--- config.mk ---
export PLATFORM = sky130hd
export DESIGN_NAME = add_sched
export DESIGN_NICKNAME = d
export VERILOG_FILES = /design/src/rtl/add_sched.sv
export SDC_FILE = /design/constraint.sdc
export NUM_CORES = 1
export LEC_CHECK = 0
export BUFFER_PORTS_ARGS = -buffer_cell sky130_fd_sc_hd__buf_2
export CORE_MARGIN = 5
export CORE_UTILIZATION = 50
export CTS_CLUSTER_DIAMETER = 80
export DETAILED_ROUTE_END_ITERATION = 8
export PLACE_DENSITY = 0.82
export SYNTH_ARGS = -nofsm -noshare
export SYNTH_HDL_FRONTEND = slang
export SYNTH_SLANG_ARGS = --single-unit
--- constraint.sdc ---
create_clock -name clk -period 5.8 [get_ports clk]
set_input_delay 1.45 -clock clk [delete_from_list [all_inputs] [get_ports clk]]
set_output_delay 1.45 -clock clk [all_outputs]
set_load 0.05 [all_outputs]
--- src/rtl/add_sched.sv ---
// add_sched: sequenced, shared wide adder.
//
// Two requesters compete for one 4-bit ripple adder (farc4bit). An accepted
// operand pair is added one nibble per cycle, least-significant nibble first,
// with the inter-nibble carry held in a register.
//
// Ports:
//   clk      - clock, all state changes on rising edge
//   rst_n    - synchronous active-low reset
//   req      - per-requester request, held high until granted
//   a0,b0    - requester 0 operands (W = 4*NIBBLES bits)
//   cin0     - requester 0 carry-in
//   a1,b1    - requester 1 operands
//   cin1     - requester 1 carry-in
//   gnt      - one-hot accept strobe (combinational, IDLE only)
//   busy     - operation in flight (ADD or DONE)
//   done     - one-cycle result strobe
//   done_id  - requester that owns the result
//   sum      - registered result, held until the next DONE
//   cout     - unsigned carry-out of the MSB nibble
//   ovf      - signed overflow of the result

module farc4bit (
  input  logic [3:0] a,
  input  logic [3:0] b,
  input  logic       cin,
  output logic [3:0] s,
  output logic       cout
);

  logic [4:0] c;

  always_comb begin
    c    = '0;
    s    = '0;
    c[0] = cin;
    for (int unsigned i = 0; i < 4; i++) begin
      s[i]   = a[i] ^ b[i] ^ c[i];
      c[i+1] = (a[i] & b[i]) | (a[i] & c[i]) | (b[i] & c[i]);
    end
    cout = c[4];
  end

endmodule

module add_sched #(
  parameter int unsigned NIBBLES = 4
) (
  input  logic                   clk,
  input  logic                   rst_n,
  input  logic [1:0]             req,
  input  logic [4*NIBBLES-1:0]   a0,
  input  logic [4*NIBBLES-1:0]   b0,
  input  logic                   cin0,
  input  logic [4*NIBBLES-1:0]   a1,
  input  logic [4*NIBBLES-1:0]   b1,
  input  logic                   cin1,
  output logic [1:0]             gnt,
  output logic                   busy,
  output logic                   done,
  output logic                   done_id,
  output logic [4*NIBBLES-1:0]   sum,
  output logic                   cout,
  output logic                   ovf
);

  localparam int unsigned W  = 4 * NIBBLES;
  localparam int unsigned IW = (NIBBLES > 1) ? $clog2(NIBBLES) : 1;

  typedef enum logic [1:0] {
    IDLE,
    ADD,
    DONE
  } state_t;

  state_t          state;
  logic [W-1:0]    a_r;
  logic [W-1:0]    b_r;
  logic [W-1:0]    work;
  logic            carry;
  logic [IW-1:0]   idx;
  logic            owner;
  logic            rr;

  logic [3:0]      nib_sum;
  logic            nib_co;
  logic [W-1:0]    next_work;
  logic            last;

  // Operands are shifted right each ADD cycle, so the active nibble is always
  // the low nibble; the working result shifts in from the top. After NIBBLES
  // steps the working register holds the result in natural order, and during
  // the last step a_r[3]/b_r[3] are the operand sign bits.
  farc4bit u_add (
    .a    (a_r[3:0]),
    .b    (b_r[3:0]),
    .cin  (carry),
    .s    (nib_sum),
    .cout (nib_co)
  );

  always_comb begin
    next_work = (work >> 4) | (W'(nib_sum) << (W - 4));
    last      = (idx == IW'(NIBBLES - 1));
  end

  // Grant is suppressed while reset is asserted so a held request cannot be
  // seen as accepted during reset.
  always_comb begin
    gnt = '0;
    if (rst_n && state == IDLE) begin
      case (req)
        2'b01:   gnt = 2'b01;
        2'b10:   gnt = 2'b10;
        2'b11:   gnt = rr ? 2'b10 : 2'b01;
        default: gnt = '0;
      endcase
    end
  end

  assign busy = (state != IDLE);

  always_ff @(posedge clk) begin
    if (!rst_n) begin
      state   <= IDLE;
      a_r     <= '0;
      b_r     <= '0;
      work    <= '0;
      carry   <= 1'b0;
      idx     <= '0;
      owner   <= 1'b0;
      rr      <= 1'b0;
      done    <= 1'b0;
      done_id <= 1'b0;
      sum     <= '0;
      cout    <= 1'b0;
      ovf     <= 1'b0;
    end else begin
      case (state)
        IDLE: begin
          done <= 1'b0;
          if (gnt != 2'b00) begin
            a_r   <= gnt[1] ? a1 : a0;
            b_r   <= gnt[1] ? b1 : b0;
            carry <= gnt[1] ? cin1 : cin0;
            owner <= gnt[1];
            idx   <= '0;
            work  <= '0;
            state <= ADD;
          end
        end
        ADD: begin
          work  <= next_work;
          carry <= nib_co;
          a_r   <= a_r >> 4;
          b_r   <= b_r >> 4;
          idx   <= idx + IW'(1);
          if (last) begin
            state   <= DONE;
            done    <= 1'b1;
            done_id <= owner;
            sum     <= next_work;
            cout    <= nib_co;
            ovf     <= (a_r[3] == b_r[3]) && (nib_sum[3] != a_r[3]);
          end
        end
        DONE: begin
          done  <= 1'b0;
          rr    <= ~owner;
          state <= IDLE;
        end
        default: begin
          state <= IDLE;
          done  <= 1'b0;
        end
      endcase
    end
  end

endmodule

---- Word level (Yosys, flattened, before mapping) ----
Index checks and enable logic that the tools add are counted.
cells by class
  add/sub/neg operators ................... 1
  eq/ne operators ......................... 10
  multiplexer cells ....................... 19
  bitwise gates (word level) .............. 30
  reduce and logical (&&, ||, !) cells .... 11
operator list
  operator                                               count
  case mux 16 bit (2 select lines)                       3
  2-to-1 mux 16 bit                                      5
  OR 12 x 16 -> 16 bit                                   1
  bitwise AND 1 bit                                      12
  2-to-1 mux 2 bit                                       5
  AND reduction 2 bit                                    5
  == test 2 bit, second input constant                   4
  OR 1 bit                                               8
  case mux 2 bit (2 select lines)                        2
  XOR 1 bit                                              8
  case mux 2 bit (3 select lines)                        1
  nonzero test 2 bit                                     3
  == test 2 x 1 -> 1 bit, second input constant          2
  adder 2 x 1 -> 2 bit, second input constant            1
  logical AND 1 bit                                      2
  zero test 2 bit                                        1
  2-to-1 mux 1 bit                                       2
  inequality test 2 x 1 -> 1 bit, second input constant  1
  inequality test 2 bit, second input constant           1
  case mux 1 bit (2 select lines)                        1
  == test 1 bit                                          1
  inequality test 1 bit                                  1
  NOT 1 bit                                              1
word-level totals
  flip-flop bits (word level) ............. 75
  bits of input ports ..................... 70
  output and inout port bits .............. 23
  word-level logic and storage cells ...... 84

---- Depth between registers and ports, before layout ----
  word-level depth ........................ 13
  gate-level depth with buffers ........... 10
  mapped depth without buffers ............ 10

---- Cells and area by module ----
Synthesis repeated with hierarchy kept, for this count alone.
unflattened totals
  cell total of the unflattened synthesis .. 310
  area, all modules ....................... 3059.2 sq um
by module, submodules not included
  module     instances  cells an instance  area each (sq um)  seq. area each (sq um)
  add_sched  1          296                2941.6             1421.4
  farc4bit   1          14                 117.6              0.0

---- Worst setup path after synthesis ----
No wires, ideal clock.
  kind .................................... input-to-output
  start ................................... input rst_n
  end ..................................... output gnt[1]
  arrival ................................. 2.247 ns
  required time ........................... 4.350 ns
  slack ................................... 2.103 ns
  cell stages on the path ................. 3
  buffers on the path ..................... 0
  cell sequence ........................... nor3b_2 > nand3_1 > inv_1
between the ends
  cells in the longest elaborated chain, start to end .. 2
RTL lines
  what               line  text
  start, declared    50    input logic rst_n,
  logical AND 1 bit  111   if (rst_n && state == IDLE) begin
  2-to-1 mux 2 bit   111
  end, declared      58    output logic [1:0] gnt,
No other way between the ends.

---- Worst setup path in the final report ----
Same ends and word-level chain as after synthesis.

==> results.cfg <==
[global_route]
overflow = 0
grtUsageTotal = 0.183
grt_max_degree = 39
antenna_found_initial = 0
grt_pass1_vias = 2551
grt_pass1_wl_mm = 11.4

[timing]
rsz0062_at_grt = no
tightest_slew_ns = 1.18
finalCritPeriodShare = 0.694
hold_violations = 0
final_max_slew_viol_count = 0
max_slew_margin = 0.214
hold_slack_ns = 0.453
fmax_mhz = 248
clock-skew-final_ns = 0.00726
finalSetupViolations = 0
period_needed_ns = 4.03
tns_ns = 0
layout_setup_ws_ns = 1.77

[layout]
n_antenna_cell = 0
area_delta_synth_final_pct = 19.6
n_fill_cell = 505
fin_nets = 475
stdcell_area_um2 = 3740
drive_above_1_share = 0.329

[yosys]
ys_seq_area_frac = 0.455
async_flop_share = 0
syn_avg_cell_area_um2 = 9.85
synth_edf_count = 0
yosys_most_used_dff = dfxtp_1
synth_cells = 317
syn_area_um2 = 3120
ys_ff_latch = 71
synth_warnings = 0
synth_cell_types = 41
synth.net_count = 393

[placement]
numPortBuffers = 92
dpl-instance-area_um2 = 3510
dpl.hpwl_mm = 4.94
place.gp.congestion = 0.890
place_ws_ns = 1.80

[clock_tree]
h-tree-depth = 3
numCtsBuffers = 9
clkTransAtPathRegs_ns = 0.07
clk_latency_ns = 0.34
cts-resized-gates = 0
clock-sinks = 71
cts_root_buf = clkbuf_8
cts_buffer_depth = 2
hold_buffers = 0
cts_tree = done
post_cts_buffers = 0

[power]
p_total_mw = 1.09
switching_share = 0.248
intPower_mw = 0.821
seq_power_share = 0.485
powerDensity_nw_per_um2 = 292
p_leak_nw = 1.65
clkPwrFrac = 0.399
power_frac_comb = 0.116
vdd_drop_max_mv = 0.189
p_switching_mw = 0.271

[floorplan]
start_util = 0.521
core_area_um2 = 5990
fp-row-count = 28
die_w_um = 89.0
dieArea_um2 = 7930
chipHeight_um = 89.0
io_pins = 93

[worst_setup_path]
crit_cells = 5
worstSetupStartpointType = primary input
r2r_start = b_r[0]$_SDFFE_PN0P_
end_kind = output pin
cp_top_family = simple AND/OR/NAND/NOR gates
slowest_stage = nor3b_2
crit_buf_inv = 3
crit_required_ns = 4.35
worstPathArrival_ns = 2.58
cpPeakStageDelay_ns = 0.35
crit_type = primary input to output pin
reg2regPathDepth = 10
crit_start = rst_n
critPathMostFrequentCell = buf_2
crit_fanout = 7
path_cells = buf_2 > nor3b_2 > nand3_1 > inv_1 > buf_2

[route]
first_pass_iters = 4
drt_iter0_markers = 117
viasPerCell = 5.35
ant_nets = 0
wl_per_cell_um = 14.1
wirelength_mm = 6.77
drcViolationCount = 0
vias = 2562

[hold_path]
worstHoldStart = sum[0]$_SDFFE_PN0P_
min_path_type = register to register
worstHoldPathCells = 2

[job]
drv_cap = 0

[status]
status = completed
==> sequential cells by signal (all words and copies together) (netlist names), 2 cells and up <==
signal	cells
a_r	16
b_r	16
idx	2
state	2
sum	16
work	12
==> cell type report <==
class / count / area [um^2] / area share
repair buffers: 94 / 475 / 0.127
flip-flops and latches: 71 / 1420 / 0.380
clock inverters: 6 / 83.8 / 0.0224
clock buffers: 10 / 138 / 0.0368
well taps: 75 / 93.8 / 0.0251
inverters: 10 / 37.5 / 0.0100
multi-input cells: 213 / 1490 / 0.398
==> logic make-up after synthesis <==
group	share of synthesized area
AOI/OAI and AO/OA	0.249
xor gates and xnor gates	0.00280
adders and majority gates	0.0337
buffers and inverters	0.0689
DFF	0.455
muxes	0.0833
and+or+nand+nor	0.107
==> cell usage in the layout, fill, tap and decap left out, types with 3 or more instances in the layout <==
master and instances:
a22oi_1 21, nor2_1 10, mux2i_1 26, clkbuf_8 10, o21ai_0 4, a211oi_1 4, nand3_1 6, buf_2 92
nand2_1 37, a211oi_2 4, nand2b_1 3, inv_1 9, fa_1 4, o21ai_1 26, dfxtp_1 71, clkinv_2 3
a21oi_2 4, a22oi_2 4, a21oi_1 27, a22o_1 11
==> synthesized netlist by cell type (2+ instances only) <==
master	number	area, um^2
a22oi_1	21	158
nor2_1	10	37.5
nand2_1	37	139
inv_1	9	33.8
o21a_1	2	15.0
nand3_1	6	30.0
o21ai_0	4	20.0
a22o_1	11	96.3
clkbuf_1	3	11.3
o21ai_1	26	130
buf_6	9	101
dfxtp_1	71	1420
buf_2	7	35.0
a21oi_2	4	35.0
buf_4	4	30.0
a22oi_2	4	50.1
mux2i_1	26	260
a211oi_2	4	50.1
nand2b_1	3	18.8
a211oi_1	4	30.0
nor3_1	2	10.0
ha_1	2	25.0
fa_1	4	80.1
a21oi_1	27	135
==> stage by stage <==
| stage | util | cells |
|---|---|---|
| final | 0.624 | 479 |
| after global routing | 0.624 | 479 |
| after CTS | 0.624 | 479 |
| after detailed placement | 0.587 | 463 |
| after global placement | 0.587 | 463 |
| after floorplan | - | 317 |
==> worst paths after layout <==
check                         to  slack [ns]
max                       gnt[1]        1.77
min          sum[0]$_SDFFE_PN0P_        0.45
max reg2reg     ovf$_SDFFE_PN0P_        3.32
min reg2reg  sum[0]$_SDFFE_PN0P_        0.45
==> worst register-to-register path, cell delays in order, from the launching register on <==
cell     delay, ns
dfxtp_1       0.38
fa_1          0.18
inv_1         0.05
fa_1          0.40
fa_1          0.39
inv_1         0.08
fa_1          0.47
xnor2_1       0.16
nor3_1        0.06
a21oi_1       0.12
nor2_1        0.05
==> per-layer routing <==
metal	vias up	wire length [um]	GRT usage
met4	0	103	0.0636
met2	74	3210	0.310
met5	-	0	0
met3	12	416	0.0488
met1	1181	3040	0.225
li1	1295	-	-
==> power groups by stage <==
stage / combinational, mW / clock (mW) / sequential, mW
5_1_grt: 0.142 / 0.457 / 0.533
3_5_place_dp: 0.127 / 0 / 0.541
4_1_cts: 0.127 / 0.438 / 0.530
6_report: 0.126 / 0.436 / 0.530
2_1_floorplan: 0.0944 / 0 / 0.535
3_3_place_gp: 0.123 / 0 / 0.541
Power figures use the tool's default switching activity.
